[src/rtl/decode_stage.sv]
`default_nettype none
// ============================================================================
// Module   : decode_stage
// Function : registered MIPS-32 instruction decoder with an output + skid buffer
// Revision : 1.0  initial release
// ============================================================================
module decode_stage #(
    parameter int XLEN  = 32,
    parameter int CNT_W = 16
) (
    input  logic             clk,
    input  logic             reset_n,
    input  logic             flush,
    input  logic             in_valid,
    output logic             in_ready,
    input  logic [31:0]      Instruction,
    output logic             out_valid,
    input  logic             out_ready,
    output logic [5:0]       OpCode,
    output logic [4:0]       Rs,
    output logic [4:0]       Rt,
    output logic [4:0]       Rd,
    output logic [4:0]       shamt,
    output logic [5:0]       funct,
    output logic [XLEN-1:0]  immediate,
    output logic [25:0]      target,
    output logic [1:0]       iclass,
    output logic             illegal,
    output logic [CNT_W-1:0] decode_count
);

    localparam logic [1:0] C_CLS_R   = 2'b00;
    localparam logic [1:0] C_CLS_I   = 2'b01;
    localparam logic [1:0] C_CLS_J   = 2'b10;
    localparam logic [1:0] C_CLS_ILL = 2'b11;

    if (XLEN < 16) begin : g_xlen_check
        $error("decode_stage: XLEN must be at least 16");
    end

    typedef struct packed {
        logic [5:0]      opcode;
        logic [4:0]      rs;
        logic [4:0]      rt;
        logic [4:0]      rd;
        logic [4:0]      shamt;
        logic [5:0]      funct;
        logic [XLEN-1:0] imm;
        logic [25:0]     target;
        logic [1:0]      iclass;
    } dec_t;

    logic [5:0]       w_op;
    logic [1:0]       w_cls;
    dec_t             w_dec;
    logic             w_acc;
    logic             w_cons;

    dec_t             out_q,        out_d;
    dec_t             skid_q,       skid_d;
    logic             out_valid_q,  out_valid_d;
    logic             skid_valid_q, skid_valid_d;
    logic             in_ready_q,   in_ready_d;
    logic [CNT_W-1:0] count_q,      count_d;

    assign w_op = Instruction[31:26];

    always_comb begin
        w_cls = C_CLS_ILL;
        case (w_op)
            6'd0:                           w_cls = C_CLS_R;
            6'd2, 6'd3:                     w_cls = C_CLS_J;
            6'd4, 6'd5, 6'd8, 6'd9, 6'd10, 6'd11, 6'd12, 6'd13, 6'd14, 6'd15,
            6'd32, 6'd35, 6'd40, 6'd43:     w_cls = C_CLS_I;
            default:                        w_cls = C_CLS_ILL;
        endcase
    end

    // Fields that do not belong to the class are forced to zero before storage.
    always_comb begin
        w_dec        = '0;
        w_dec.opcode = w_op;
        w_dec.iclass = w_cls;
        case (w_cls)
            C_CLS_R: begin
                w_dec.rs    = Instruction[25:21];
                w_dec.rt    = Instruction[20:16];
                w_dec.rd    = Instruction[15:11];
                w_dec.shamt = Instruction[10:6];
                w_dec.funct = Instruction[5:0];
            end
            C_CLS_I: begin
                w_dec.rs = Instruction[25:21];
                w_dec.rt = Instruction[20:16];
                if (w_op == 6'd12 || w_op == 6'd13 || w_op == 6'd14) begin
                    w_dec.imm = XLEN'(Instruction[15:0]);
                end else begin
                    w_dec.imm = XLEN'($signed(Instruction[15:0]));
                end
            end
            C_CLS_J: begin
                w_dec.target = Instruction[25:0];
            end
            default: begin
                w_dec.opcode = w_op;
            end
        endcase
    end

    assign w_acc  = in_valid & in_ready_q & ~flush;
    assign w_cons = out_valid_q & out_ready;

    always_comb begin
        out_d        = out_q;
        out_valid_d  = out_valid_q;
        skid_d       = skid_q;
        skid_valid_d = skid_valid_q;
        if (flush) begin
            out_valid_d  = 1'b0;
            skid_valid_d = 1'b0;
        end else if (skid_valid_q) begin
            // in_ready is low whenever the skid is occupied, so only draining can happen.
            if (w_cons) begin
                out_d        = skid_q;
                skid_valid_d = 1'b0;
            end
        end else if (w_acc) begin
            if (!out_valid_q || w_cons) begin
                out_d       = w_dec;
                out_valid_d = 1'b1;
            end else begin
                skid_d       = w_dec;
                skid_valid_d = 1'b1;
            end
        end else if (w_cons) begin
            out_valid_d = 1'b0;
        end
    end

    assign in_ready_d = ~skid_valid_d;
    assign count_d    = count_q + CNT_W'(w_cons);

    always_ff @(posedge clk or negedge reset_n) begin
        if (!reset_n) begin
            out_q        <= '0;
            skid_q       <= '0;
            out_valid_q  <= 1'b0;
            skid_valid_q <= 1'b0;
            in_ready_q   <= 1'b1;
            count_q      <= '0;
        end else begin
            out_q        <= out_d;
            skid_q       <= skid_d;
            out_valid_q  <= out_valid_d;
            skid_valid_q <= skid_valid_d;
            in_ready_q   <= in_ready_d;
            count_q      <= count_d;
        end
    end

    assign in_ready     = in_ready_q & ~flush;
    assign out_valid    = out_valid_q;
    assign OpCode       = out_q.opcode;
    assign Rs           = out_q.rs;
    assign Rt           = out_q.rt;
    assign Rd           = out_q.rd;
    assign shamt        = out_q.shamt;
    assign funct        = out_q.funct;
    assign immediate    = out_q.imm;
    assign target       = out_q.target;
    assign iclass       = out_q.iclass;
    assign illegal      = (out_q.iclass == C_CLS_ILL);
    assign decode_count = count_q;

endmodule
`default_nettype wire

[config.mk]
export PLATFORM = sky130hd
export DESIGN_NAME = decode_stage
export DESIGN_NICKNAME = d
export VERILOG_FILES = /design/src/rtl/decode_stage.sv
export SDC_FILE = /design/constraint.sdc
export NUM_CORES = 1
export LEC_CHECK = 0
export CAP_MARGIN = 25
export CORE_MARGIN = 1
export CORE_UTILIZATION = 40
export CTS_CLUSTER_SIZE = 10
export DETAILED_ROUTE_END_ITERATION = 8
export PLACE_DENSITY = 0.76
export SLEW_MARGIN = 15
export SYNTH_ARGS = -nofsm -noshare
export SYNTH_HDL_FRONTEND = slang
export SYNTH_SLANG_ARGS = --single-unit
[constraint.sdc]
create_clock -name clk -period 2.8 [get_ports clk]
set_input_delay 0.7 -clock clk [delete_from_list [all_inputs] [get_ports clk]]
set_output_delay 0.7 -clock clk [all_outputs]
set_load 0.02 [all_outputs]
==> results.yml <==
status:
  status: "finished, violations left"
  violations: "DRC"
placed_design:
  io_buffers: 147
  gp_congestion: 0.786
  dpl.hpwl_microns: 12500
global_routing:
  grt_first_pass_wirelength_microns: 31800
  overflow: 0
  grt_pass1_vias: 5910
  antenna_found_initial: 0
  track_usage: 0.210
  grt_start_max_net_pins: 86
die:
  die_x_microns: 139
  dieArea_sq_um: 19300
  start_util: 0.413
  rows: 49
  coreArea_sq_um: 18100
  num_io_pins: 148
  fp.dieH_microns: 139
clock_tree:
  postCtsSetupBuffers: 0
  cts.sinks: 173
  numCtsBuffers: 17
  cts_hold_buf: 0
  cts-root-buf: "clkbuf_16"
  cts_resized: 0
  clk_pin_slew_worst_paths_ns: 0.07
  clk_latency_ns: 0.43
  cts_tree: "done"
  htree_levels: 4
  cts.path.max_buffers: 2
timing:
  skew_ns: 0.00820
  min_period_ns: 2.67
  hold_ws_ns: 0.268
  drv_slew: 0
  rsz0062_at_grt: "no"
  clock.fmax_mhz: 374
  fin_tns_setup_ns: 0
  setup_viol: 0
  worstMarginPinSlew_ns: 0.987
  finalHoldViolations: 0
  maxSlewHeadroom: 0.337
  fin_crit_sh: 0.955
logic_synthesis:
  syn_area_sq_um: 7490
  muxShareOfSynthArea: 0.0170
  ys_async_sr_fraction: 1.00
  ys_warn_count: 0
  synth-simple-area-share: 0.130
  ys_ff_latch: 173
  yosysSeqAreaShare: 0.578
  synth_fp_nets: 754
  synth_xor_area_frac: 0.0164
  synth_adder_area_share: 0.0100
  synthFlopType: "dfrtp_1"
  synth_area_per_cell_sq_um: 10.5
  synth_compound_area_frac: 0.190
  synth_top_family_by_area: "compound AO/OA/AOI/OAI gates"
  synth_cell_types: 48
  synth_cells: 711
  synth_edf_count: 0
worst_setup_path:
  crit_chain: "clkdlybuf4s50_1 -> inv_1 -> ha_1 -> a21oi_1 -> nand2_1 -> nor4_4 -> a22o_1"
  required_ns: 3.16
  end_kind: "flip-flop"
  cp_slowest_cell: "nor4_4"
  worstSetupPathType: "in -> reg"
  crit_family: "simple AND/OR/NAND/NOR gates"
  arrival_ns: 3.03
  max_stage_delay_ns: 0.87
  rr_worst_depth: 5
  worstPathBufferInverterCount: 2
  start_kind: "input port"
  path_max_fanout: 15
  path_depth: 7
route:
  maxUsedRoutingLayer: "met4"
  drtIter0Drc: 459
  drc: 10
  ant_nets: 0
  vias: 6066
  met3WireLength_microns: 1130
  wl_met2_microns: 9160
  first_pass_iters: 7
  drt-wirelength-per-cell_microns: 17.7
  via_per_inst: 5.54
  wirelength_met1_microns: 8860
  drt-total-wl_microns: 19400
hold_path:
  min_path_type: "in -> async"
final_layout:
  nets: 895
  drive_gt1_frac: 0.111
  synthToLayoutAreaGrowth_pct: 33.4
  diodes: 0
  multi_input_area_sq_um: 2770
  ff_latch_area_sq_um: 4330
  n_fill_cell: 1535
pwr:
  power_density_nw_per_um2: 753
  power_leakage_uw: 0.00440
  ir_drop_mv: 0.502
job:
  drv_cap: 0
## flip-flops by register name, summed over array words and instances (netlist names)
register,flops
target,26
Rs,5
Rt,5
immediate,17
out_valid,1
in_ready_q,1
OpCode,6
decode_count,16
funct,6
shamt,5
iclass,2
skid_valid_q,1
Rd,5
skid_q,77
## cell usage in the layout, fill, tap and decap left out, drive strengths merged, types with 3 or more instances in the layout
master,count
a21oi,70
a221oi,25
a22o,53
and3,3
buf,47
clkbuf,21
clkdlybuf4s50,146
clkinv,6
dfrtp,172
ha,6
inv,26
mux2,6
mux2i,6
nand2,40
nand3,20
nand4,31
nor2,98
nor3,4
o21ai,22
o22ai,15
o31ai,7
xnor2,9
xor2,5
## synth_stat cells (2+ instances only)
cell type,n,share of area
dfrtp_1,172,0.57
nor2_1,98,0.049
a21oi_1,70,0.047
a22o_1,53,0.062
clkbuf_1,41,0.021
nand2_1,40,0.020
nand4_1,30,0.025
a221oi_1,25,0.029
inv_1,22,0.011
o21ai_0,22,0.015
nand3_1,20,0.013
buf_4,15,0.015
o22ai_1,15,0.013
xnor2_1,9,0.011
buf_2,7,0.0047
o31ai_1,7,0.0070
ha_1,6,0.010
mux2_2,6,0.0090
mux2i_1,6,0.0080
buf_1,5,0.0025
xor2_1,5,0.0058
and3_1,3,0.0025
buf_6,3,0.0045
nor3_1,3,0.0020
and2_1,2,0.0017
nor2b_1,2,0.0017
o41ai_1,2,0.0023
or4_1,2,0.0020
## metal layers
metal  GRT usage  vias to the layer above
li1            -                     2823
met1       0.293                     3023
met2       0.330                      205
met3      0.0463                       15
met4      0.0550                        0
met5           0                        -
## cell families (layout without fill, tap and decap cells)
group | count (synthesis) | count (layout)
adder cells (fa/ha/maj) | 6 | 6
XOR/XNOR | 14 | 14
multiplexers | 12 | 12
buffers and inverters | 93 | 247
AO/OA/AOI/OAI | 204 | 204
flip-flops | 173 | 173
AND/OR/NAND/NOR | 209 | 209
## path summary, 6_finish.rpt
check / from / to / slack [ns]
max: Instruction[26] / skid_q[35]$_DFFE_PN0P_ / 0.13
min: reset_n / decode_count[7]$_DFF_PN0_ / 0.27
max reg2reg: in_ready_q$_DFF_PN1_ / skid_q[35]$_DFFE_PN0P_ / 0.55
min reg2reg: decode_count[15]$_DFF_PN0_ / decode_count[15]$_DFF_PN0_ / 0.47
max in group asynchronous: reset_n / skid_q[89]$_DFFE_PN0P_ / 1.87
min in group clk: decode_count[15]$_DFF_PN0_ / decode_count[15]$_DFF_PN0_ / 0.47
## worst reg2reg max path, stage by stage, from the launching register on
cell     delay (ns)
dfstp_2        0.55
nor2b_1        0.19
buf_4          0.15
nand4_4        0.13
nor4_4         0.91
a22o_1         0.26
## where the power goes
part           total, uW  internal (uW)  switching, uW
Sequential          3210           2910            300
Clock               2290           1280           1010
Combinational       2020            952           1060
## cell type report
class / instances / area share
flip-flops and latches: 173 / 0.434
multi-input cells: 445 / 0.277
repair buffers: 193 / 0.196
clock buffers: 21 / 0.0461
well taps: 229 / 0.0287
clock inverters: 11 / 0.0106
inverters: 22 / 0.00827
## metrics by stage
stage	setup WS (ns)	util	total power, uW	cell area [sq um]	instances
6_report	0.126	0.551	7520	9990	1094
3_3_place_gp	-0.216	0.519	5240	9420	1062
4_1_cts	0.100	0.551	7570	9990	1094
3_5_place_dp	-0.315	0.519	5280	9420	1062
2_1_floorplan	0.213	-	4200	7490	711
5_1_grt	0.0738	0.551	7860	9990	1094
Note: power is estimated with default switching activity, not from simulation.
